<file path="src/rtl/event_rr_scheduler_if.sv">
// Event-number stream between the round-robin scheduler and the host notification path.
// The master drives data/valid. The slave drives ready.
interface event_rr_scheduler_if #(
    parameter int COUNT_BITS = 4
);
    logic [COUNT_BITS-1:0] data;
    logic                  valid;
    logic                  ready;

    modport master (output data, output valid, input ready);
    modport slave  (input data, input valid, output ready);
endinterface

</file>
<file path="src/rtl/event_rr_scheduler.sv">
// Round-robin event scheduler: latches event pulses into pending bits and issues one masked,
// fairly-granted event number at a time, with an optional holdoff gap and sticky overflow flags.
module event_rr_scheduler #(
    parameter int COUNT        = 16,
    parameter int COUNT_BITS   = $clog2(COUNT),
    parameter int HOLDOFF_BITS = 8
) (
    input  logic                    clk,
    input  logic                    rst,
    input  logic                    cfg_enable,
    input  logic [COUNT-1:0]        cfg_mask,
    input  logic [HOLDOFF_BITS-1:0] cfg_holdoff,
    input  logic [COUNT-1:0]        sn_event_pulse,
    input  logic [COUNT-1:0]        ovf_clear,
    output logic [COUNT-1:0]        stat_pending,
    output logic [COUNT-1:0]        stat_overflow,
    event_rr_scheduler_if.master    m_evno
);

    localparam logic [1:0] ST_IDLE    = 2'd0;
    localparam logic [1:0] ST_OFFER   = 2'd1;
    localparam logic [1:0] ST_HOLDOFF = 2'd2;

    localparam logic [COUNT-1:0]        ONE_HOT0 = COUNT'(1);
    localparam logic [COUNT_BITS-1:0]   IDX_ONE  = COUNT_BITS'(1);
    localparam logic [COUNT_BITS-1:0]   IDX_LAST = COUNT_BITS'(COUNT - 1);
    localparam logic [HOLDOFF_BITS-1:0] HOLD_ONE = HOLDOFF_BITS'(1);

    logic [1:0]              state_r;
    logic [COUNT_BITS-1:0]   ptr_r;
    logic [COUNT_BITS-1:0]   data_r;
    logic                    valid_r;
    logic [HOLDOFF_BITS-1:0] cnt_r;
    logic [COUNT-1:0]        pending_r;
    logic [COUNT-1:0]        overflow_r;

    logic                    accept_s;
    logic [COUNT-1:0]        accept_vec_s;
    logic [COUNT-1:0]        eligible_s;
    logic [COUNT_BITS-1:0]   grant_s;
    logic [COUNT_BITS-1:0]   ptr_nxt_s;
    logic [COUNT-1:0]        pending_nxt_s;
    logic [COUNT-1:0]        overflow_nxt_s;

    // First set bit of elig, scanning upward from base and wrapping at COUNT-1.
    function automatic logic [COUNT_BITS-1:0] rr_pick(input logic [COUNT-1:0]      elig,
                                                      input logic [COUNT_BITS-1:0] base);
        logic [COUNT_BITS-1:0] pick;
        logic [COUNT-1:0]      sh;
        logic                  found;
        int                    idx;
        pick  = {COUNT_BITS{1'b0}};
        found = 1'b0;
        for (int k = 0; k < COUNT; k++) begin
            idx = int'(base) + k;
            idx = (idx >= COUNT) ? idx - COUNT : idx;
            sh  = elig >> idx;
            if (!found && sh[0]) begin
                pick  = COUNT_BITS'(idx);
                found = 1'b1;
            end else begin
                found = found;
            end
        end
        return pick;
    endfunction

    assign accept_s   = valid_r & m_evno.ready;
    assign eligible_s = pending_r & ~cfg_mask;
    assign grant_s    = rr_pick(eligible_s, ptr_r);

    // Next pending/overflow vectors and the pointer value that follows the accepted source.
    always_comb begin
        accept_vec_s   = accept_s ? (ONE_HOT0 << data_r) : {COUNT{1'b0}};
        // A pulse landing on the accept cycle of its own source re-arms pending without loss.
        pending_nxt_s  = (pending_r & ~accept_vec_s) | sn_event_pulse;
        overflow_nxt_s = (overflow_r & ~ovf_clear) | (sn_event_pulse & pending_r & ~accept_vec_s);
        if (data_r == IDX_LAST) begin
            ptr_nxt_s = {COUNT_BITS{1'b0}};
        end else begin
            ptr_nxt_s = data_r + IDX_ONE;
        end
    end

    // Pending and sticky overflow status registers.
    always_ff @(posedge clk or negedge rst) begin
        if (!rst) begin
            pending_r  <= {COUNT{1'b0}};
            overflow_r <= {COUNT{1'b0}};
        end else begin
            pending_r  <= pending_nxt_s;
            overflow_r <= overflow_nxt_s;
        end
    end

    // Offer FSM: IDLE picks a grant, OFFER holds it until accepted, HOLDOFF counts down the gap.
    always_ff @(posedge clk or negedge rst) begin
        if (!rst) begin
            state_r <= ST_IDLE;
            ptr_r   <= {COUNT_BITS{1'b0}};
            data_r  <= {COUNT_BITS{1'b0}};
            valid_r <= 1'b0;
            cnt_r   <= {HOLDOFF_BITS{1'b0}};
        end else begin
            case (state_r)
                ST_IDLE: begin
                    if (cfg_enable && (|eligible_s)) begin
                        data_r  <= grant_s;
                        valid_r <= 1'b1;
                        state_r <= ST_OFFER;
                    end else begin
                        state_r <= ST_IDLE;
                    end
                end
                ST_OFFER: begin
                    // Mask and enable are deliberately ignored here: an offer is never retracted.
                    if (accept_s) begin
                        valid_r <= 1'b0;
                        ptr_r   <= ptr_nxt_s;
                        if (cfg_holdoff == {HOLDOFF_BITS{1'b0}}) begin
                            state_r <= ST_IDLE;
                        end else begin
                            cnt_r   <= cfg_holdoff;
                            state_r <= ST_HOLDOFF;
                        end
                    end else begin
                        valid_r <= 1'b1;
                    end
                end
                ST_HOLDOFF: begin
                    cnt_r <= cnt_r - HOLD_ONE;
                    if (cnt_r == HOLD_ONE) begin
                        state_r <= ST_IDLE;
                    end else begin
                        state_r <= ST_HOLDOFF;
                    end
                end
                default: begin
                    valid_r <= 1'b0;
                    state_r <= ST_IDLE;
                end
            endcase
        end
    end

    assign stat_pending  = pending_r;
    assign stat_overflow = overflow_r;
    assign m_evno.data   = data_r;
    assign m_evno.valid  = valid_r;

endmodule
</file>
<file path="src/flat_wrapper.sv">
// flat-port wrapper written by rule: the top's interface ports become plain ports
module event_rr_scheduler_flat 
#(
    parameter int COUNT        = 16,
    parameter int COUNT_BITS   = $clog2(COUNT),
    parameter int HOLDOFF_BITS = 8
)
  (clk, rst, cfg_enable, cfg_mask, cfg_holdoff, sn_event_pulse, ovf_clear, stat_pending, stat_overflow, m_evno_data, m_evno_valid, m_evno_ready);
  event_rr_scheduler_if #(.COUNT_BITS(COUNT_BITS)) m_evno_i ();
  input  logic clk;
  input  logic rst;
  input  logic cfg_enable;
  input  logic [COUNT-1:0] cfg_mask;
  input  logic [HOLDOFF_BITS-1:0] cfg_holdoff;
  input  logic [COUNT-1:0] sn_event_pulse;
  input  logic [COUNT-1:0] ovf_clear;
  output logic [COUNT-1:0] stat_pending;
  output logic [COUNT-1:0] stat_overflow;
  output wire logic [$bits(m_evno_i.data)-1:0] m_evno_data;
  output wire logic [$bits(m_evno_i.valid)-1:0] m_evno_valid;
  input wire logic [$bits(m_evno_i.ready)-1:0] m_evno_ready;
  assign m_evno_data = m_evno_i.data;
  assign m_evno_valid = m_evno_i.valid;
  assign m_evno_i.ready = m_evno_ready;
  event_rr_scheduler #(.COUNT(COUNT), .COUNT_BITS(COUNT_BITS), .HOLDOFF_BITS(HOLDOFF_BITS)) u_core (.clk(clk), .rst(rst), .cfg_enable(cfg_enable), .cfg_mask(cfg_mask), .cfg_holdoff(cfg_holdoff), .sn_event_pulse(sn_event_pulse), .ovf_clear(ovf_clear), .stat_pending(stat_pending), .stat_overflow(stat_overflow), .m_evno(m_evno_i));
endmodule
</file>
<file path="config.mk">
export PLATFORM = sky130hd
export DESIGN_NAME = event_rr_scheduler_flat
export DESIGN_NICKNAME = d
export VERILOG_FILES = /design/src/rtl/event_rr_scheduler_if.sv /design/src/rtl/event_rr_scheduler.sv /design/src/flat_wrapper.sv
export SDC_FILE = /design/constraint.sdc
export NUM_CORES = 1
export LEC_CHECK = 0
export CAP_MARGIN = 20
export CORE_MARGIN = 5
export CORE_UTILIZATION = 49
export DETAILED_ROUTE_END_ITERATION = 16
export HOLD_SLACK_MARGIN = 0.15
export MAX_ROUTING_LAYER = met4
export PLACE_DENSITY = 0.79
export RECOVER_POWER = 25
export SETUP_SLACK_MARGIN = 0.5
export SKIP_LAST_GASP = 1
export SYNTH_ARGS = -nofsm -noshare
export SYNTH_HDL_FRONTEND = slang
export SYNTH_SLANG_ARGS = --single-unit
</file>
<file path="constraint.sdc">
create_clock -name clk -period 4.5 [get_ports clk]
set_input_delay 1.125 -clock clk [delete_from_list [all_inputs] [get_ports clk]]
set_output_delay 1.125 -clock clk [all_outputs]
set_load 0.1 [all_outputs]
</file>
==> results of run 1 <==
## logic make-up after synthesis
group,count (synthesis)
DFF,51
and+or+nand+nor,262
buffers and inverters,58
AOI/OAI and AO/OA,153
xor gates and xnor gates,14
muxes,43
adders and majority gates,22
## per-layer routing
layer	global-route usage	wire (um)	vias up
met1	0.365	7500	2813
li1	-	-	2647
met3	0.0388	1380	57
met4	0.141	890	0
met2	0.524	9840	289
met5	-	0	-
## synthesized netlist by cell type (all sizes together), types with 7 or more instances
cell and count:
mux4 21, nand2 59, nor2b 14, nor2 40, nor3b 7, a21o 13
inv 33, or4 12, o21ai 53, xnor2 10, ha 22, nand4 19
nor4 16, nand2b 18, a21oi 32, nor3 11, clkbuf 13, mux2 7
nor4bb 7, nand3 22, mux2i 15, dfrtp 51, buf 11
## worst max path at each step
| stage | start | endpoint |
|---|---|---|
| final | cfg_mask[15] | u_core.m_evno.data[1]$_DFFE_PN0P_ |
| after global routing | cfg_mask[15] | u_core.m_evno.data[1]$_DFFE_PN0P_ |
| after floorplan | cfg_mask[11] | u_core.m_evno.data[1]$_DFFE_PN0P_ |
| after CTS | cfg_mask[15] | u_core.m_evno.data[1]$_DFFE_PN0P_ |
| after detailed placement | cfg_mask[11] | u_core.m_evno.data[1]$_DFFE_PN0P_ |
| after global placement | cfg_mask[13] | u_core.m_evno.data[1]$_DFFE_PN0P_ |
## metrics by stage
stage                     area (um2)  cells  hold slack (ns)
final                           7440    926            0.544
after detailed placement        6690    884            0.526
after global routing            7440    926            0.572
after CTS                       7300    919            0.544
after floorplan                 5170    603            0.503
after global placement          6690    884            0.524
## critical path: stages
cell and delay, ns:
clkdlybuf4s15_1 0.23, nor2b_1 0.08, mux4_2 0.47, a22o_1 0.23, or2_4 0.27, nor4_4 0.36, inv_2 0.06, or4_1 0.53
a31o_1 0.21, a2111o_1 0.29, a221o_1 0.29
## what timing repair did
| action | 4_1_cts | 5_1_grt |
|---|---|---|
| pin swaps | 24 | 18 |
| gates cloned | 0 | 0 |
| endpoints found under the setup margin | 4 | 4 |
| resized for setup | 84 | 39 |
| buffers inserted | 27 | 6 |
## sequential cells by signal (all words and copies together) (netlist names)
register,count
u_core.stat_overflow,16
u_core.ptr_r,4
u_core.state_r,2
u_core.m_evno.valid,1
u_core.cnt_r,8
u_core.m_evno.data,4
u_core.stat_pending,16
## area by class of cell
class	count	area [um2]	area share
clock buffers	6	82.6	0.0111
flip-flops and latches	51	1280	0.172
clock inverters	2	35.0	0.00471
diodes	1	2.50	0.000336
well taps	136	170	0.0229
inverters	34	134	0.0180
multi-input cells	494	4010	0.539
repair buffers	202	1730	0.232
==> reports/qor.csv, run 1 <==
stage,metric,value,unit
sta,rsz0062_at_grt,no,
place,dp_hpwl,15200,um
critical_path,reg2reg_depth,12,
logic_synthesis,syn_nets,685,
logic_synthesis,syn_avg_cell_area,8.54,um2
detailed_routing,first_iter_violations,476,
sta,report.final.hold_viol_count,0,
floorplan,core,0.0103,mm2
logic_synthesis,ys.flop_type,dfrtp_1,
detailed_routing,vias,5806,
cts,cts_buffers,5,
detailed_routing,firstDrtPassIters,5,
detailed_routing,via_per_inst,6.27,
sta,finalMaxSlewViolations,35,
detailed_routing,wl,19600,um
logic_synthesis,ys_warn_count,0,
global_routing,grt.total_usage,0.309,
global_routing,grt_pass1_wl,30300,um
critical_path,worstPathArrival,4.15,ns
logic_synthesis,netlist.area_leader.share,0.248,
run_status,outcome,"complete, but fails checks",
cts,clk_transition_reported_paths,0.09,ns
cts,cts_sinks,51,
floorplan,initial_core_util,0.501,
sta,fin_ws,0.560,ns
place,io_buffers,96,
critical_path,end_kind,flip-flop,
sta,min_period,3.94,ns
place,gp_congestion,0.958,
cts,cts_tree,done,
logic_synthesis,synth_edf_count,0,
critical_path,cp_max_fo,4,
global_routing,antenna_found_initial,1,
logic_synthesis,yosys-top-cells-area,"dfrtp_1 (25%), mux4_2 (9.2%), ha_1 (5.3%)",
detailed_routing,postRouteAntennaNets,0,
cts,htreeDepth,2,
logic_synthesis,async_reset_ff_frac,1.00,
floorplan,dieArea,0.0127,mm2
cells_and_area,fillers,802,
logic_synthesis,synth-compound-area-share,0.194,
cells_and_area,most-common-layout-cells,"buf_4 (102), clkdlybuf4s50_1 (79), nand2_1 (58)",
cts,insertion_delay,0.32,ns
cells_and_area,post_route_cells_drive_above_1_share,0.289,
cells_and_area,area_growth,44.4,%
cts,postCtsHoldBufs,0,
detailed_routing,drc,0,
sta,setup_viol,0,
detailed_routing,wl_per_cell,21.2,um
cells_and_area,layout_commonest_cell,buf_4,
logic_synthesis,ys_seq_area_frac,0.248,
critical_path,r2r_setup_slack,0.61,ns
cts,clock-root-buffer,clkbuf_8,
sta,setup_tns,0,ns
sta,max_freq,254,MHz
run_status,violations,"max-capacitance violations, max-slew violations",
logic_synthesis,syn_area,0.00515,mm2
cells_and_area,final_nets,870,
global_routing,gr-total-overflow,0,
worst_hold_path,hold_path.class,flip-flop to flip-flop,
cells_and_area,final_util,0.724,
worst_hold_path,min_from,u_core.stat_overflow[5]$_DFF_PN0_,
logic_synthesis,synth-adder-area-share,0.0534,
logic_synthesis,synth_top_family_by_area,simple AND/OR/NAND/NOR gates,
logic_synthesis,synth-simple-area-share,0.288,
critical_path,r2r_end,u_core.m_evno.data[1]$_DFFE_PN0P_,
global_routing,grt_max_degree,57,
logic_synthesis,synthCells,603,
place,post-place-ws,-0.158,ns
floorplan,num_io_pins,97,
critical_path,cp.required,4.71,ns
floorplan,die_h,113,um
floorplan,die_x,113,um
global_routing,grt_pass1_vias,5886,
run,maxCapViolations,1,
logic_synthesis,synth_area_leader_cell,dfrtp_1,
critical_path,r2r_start,u_core.ptr_r[0]$_DFFE_PN0P_,
critical_path,path_class,primary input to flip-flop,
logic_synthesis,synth-seq-cells,51,
logic_synthesis,synthMuxAreaShare,0.137,
floorplan,row_count,37,
sta,fin_skew,0.00931,ns
logic_synthesis,ys_types,76,
sta,worstMarginPinSlew,1.80,ns
sta,max_slew_margin,-0.198,
worst_hold_path,hold_depth,2,
cts,clockBufferDepth,2,
critical_path,worst_setup_path_start_kind,primary input,
sta,period_share,0.875,
logic_synthesis,synth-xor-area-share,0.0253,
worst_hold_path,min_to,u_core.stat_overflow[5]$_DFF_PN0_,
Power of run 1 is not shown: default switching activity piles up to over one toggle a cycle in this logic, so the estimate is an artifact.
==> run 2, diff against run 1 <==
--- a/config.mk
+++ b/config.mk
@@ -6,6 +6,7 @@
 export NUM_CORES = 1
 export LEC_CHECK = 0
 export CAP_MARGIN = 20
+export CORE_ASPECT_RATIO = 0.8
 export CORE_MARGIN = 5
 export CORE_UTILIZATION = 49
 export DETAILED_ROUTE_END_ITERATION = 16
==> constraint.sdc (replaced) <==
create_clock -name clk -period 3.46 [get_ports clk]
set_input_delay 0.865 -clock clk [delete_from_list [all_inputs] [get_ports clk]]
set_output_delay 0.865 -clock clk [all_outputs]
set_load 0.1 [all_outputs]
==> reports/qor.csv, run 2 (synthesis gave the netlist of run 1 again) <==
stage,metric,value,unit,change
cells_and_area,layout.cells.non_filler,998,,+7.8%
cells_and_area,layout_commonest_cell,buf_4,,
critical_path,r2r_setup_slack,-0.28,ns,-0.89 ns
cells_and_area,area_growth,59.9,%,
sta,finalMaxSlewViolations,41,,+17%
global_routing,grt_max_degree,41,,-28%
critical_path,cp_max_fo,4,,unchanged
place,dp_hpwl,17300,um,+14%
critical_path,end_kind,flip-flop,,
sta,worstMarginPinSlew,1.86,ns,+0.0634 ns
floorplan,die_x,125,um,+11%
detailed_routing,firstDrtPassIters,5,,unchanged
critical_path,reg2reg_depth,13,,+1
place,gp_congestion,1.06,,+11%
detailed_routing,drc,0,,unchanged
detailed_routing,via_per_inst,6.47,,+3.3%
run,maxCapViolations,1,,unchanged
sta,min_period,3.74,ns,
cells_and_area,post_route_cells_drive_above_1_share,0.424,,+0.135
place,place_area,0.00741,mm2,+11%
floorplan,num_io_pins,97,,unchanged
cells_and_area,multi_input_area,0.00425,mm2,+6.0%
floorplan,initial_core_util,0.501,,about the same
cts,insertion_delay,0.29,ns,-0.03 ns
cts,htreeDepth,2,,unchanged
sta,setup_viol,4,,+4
global_routing,gr-total-overflow,0,,unchanged
sta,max_slew_margin,-0.240,,-0.0423
cells_and_area,final_util,0.801,,+0.0774
detailed_routing,vias,6461,,+11%
critical_path,worst_setup_path_start_kind,primary input,,
global_routing,grt_pass1_wl,33600,um,+11%
cells_and_area,final_nets,939,,+7.9%
critical_path,worstPathArrival,3.91,ns,-0.24 ns
cells_and_area,stdcell_area,0.00824,mm2,+11%
critical_path,cp.required,3.63,ns,-1.08 ns
cts,postCtsHoldBufs,0,,unchanged
critical_path,path_class,primary input to flip-flop,,
cts,cts_tree,done,,
cts,clock-root-buffer,clkbuf_16,,
detailed_routing,wl_per_cell,22.6,um,+6.9%
critical_path,r2r_start,u_core.ptr_r[1]$_DFFE_PN0P_,,
detailed_routing,postRouteAntennaNets,0,,unchanged
cts,cts_buffers,5,,unchanged
sta,period_share,1.08,,
place,io_buffers,96,,unchanged
cts,clockBufferDepth,2,,unchanged
run_status,outcome,"complete, but fails checks",,
floorplan,core,0.0103,mm2,about the same
critical_path,r2r_end,u_core.m_evno.data[1]$_DFFE_PN0P_,,
floorplan,die_h,102,um,-9.6%
global_routing,antenna_found_initial,0,,-1
sta,fin_skew,0.00288,ns,-0.00642 ns
sta,setup_tns,-0.615,ns,-0.615 ns
place,place_inst,961,,+8.7%
sta,max_freq,267,MHz,
cells_and_area,seq_area,0.00130,mm2,+1.6%
floorplan,dieArea,0.0127,mm2,about the same
worst_hold_path,hold_path.class,primary input to asynchronous set/reset pin,,
detailed_routing,wl,22600,um,+15%
cts,clk_transition_reported_paths,0.07,ns,-0.02 ns
cells_and_area,diodes,0,,-1
run_status,violations,"max-capacitance violations, max-slew violations, negative setup slack",,
global_routing,grt.total_usage,0.348,,+0.0390
cts,cts_sinks,51,,unchanged
floorplan,row_count,33,,-11%
cells_and_area,most-common-layout-cells,"buf_4 (198), nand2_1 (56), o21ai_0 (50)",,
global_routing,grt_pass1_vias,6257,,+6.3%
sta,report.final.hold_viol_count,0,,unchanged
sta,rsz0062_at_grt,yes,,
detailed_routing,first_iter_violations,771,,+62%
sta,fin_ws,-0.279,ns,-0.840 ns
cells_and_area,fillers,649,,-19%
## run 2: cell types whose count changed in the layout (fill, tap and decap cells not counted), sizes merged
cell	previous run	this run
dlymetal6s4s	0	1
diode	1	0
inv	32	33
clkinvlp	1	0
bufinv	1	0
clkdlybuf4s50	79	42
dlygate4sd2	2	3
buf	107	213
clkinv	2	1
## run 2: timing repair
item / CTS / global route
setup buffers: 13 / 16
endpoints found under the setup margin: 4 / 4
pin swaps: 16 / 18
resized for setup: 85 / 40
gates cloned: 0 / 0
## run 2: worst max-delay path by stage
stage | from | end | slack [ns]
detailed placement | cfg_mask[3] | u_core.m_evno.data[1]$_DFFE_PN0P_ | -0.84
finish | cfg_mask[4] | u_core.m_evno.data[1]$_DFFE_PN0P_ | -0.28
global route | u_core.ptr_r[1]$_DFFE_PN0P_ | u_core.m_evno.data[1]$_DFFE_PN0P_ | -0.32
floorplan | u_core.ptr_r[1]$_DFFE_PN0P_ | u_core.m_evno.data[1]$_DFFE_PN0P_ | -0.13
global placement | cfg_mask[2] | u_core.m_evno.data[1]$_DFFE_PN0P_ | -0.78
CTS | u_core.ptr_r[1]$_DFFE_PN0P_ | u_core.m_evno.data[1]$_DFFE_PN0P_ | -0.24
## run 2: worst max-delay path, cell delays in order
cell and delay [ns]:
dlygate4sd2_1 0.23, and3b_2 0.26, or4_1 0.53, nand4_1 0.13, buf_6 0.14, mux2i_4 0.10, nor4_4 0.34, inv_2 0.06
or4_1 0.41, a31o_1 0.23, a2111o_1 0.29, a221o_1 0.31
## run 2: final cells by class
class,count,area share
inverter,34,0.0164
clock buffer,8,0.0166
sequential,51,0.158
timing repair buffer,271,0.272
tap,140,0.0213
multi-input combinational,494,0.516
## run 2: through the flow
stage,hold WS [ns],setup slack [ns]
finish,0.544,-0.279
detailed placement,0.532,-0.845
floorplan,0.503,-0.125
CTS,0.457,-0.245
global placement,0.520,-0.784
global route,0.573,-0.323
## run 2: metal layers
metal / vias up / routed length [um] / global-route usage
met2: 439 / 10500 / 0.554
met4: 0 / 822 / 0.130
met3: 95 / 2170 / 0.0701
li1: 2787 / - / -
met5: - / 0 / -
met1: 3140 / 9090 / 0.444
Power of run 2 is left out for the same reason.
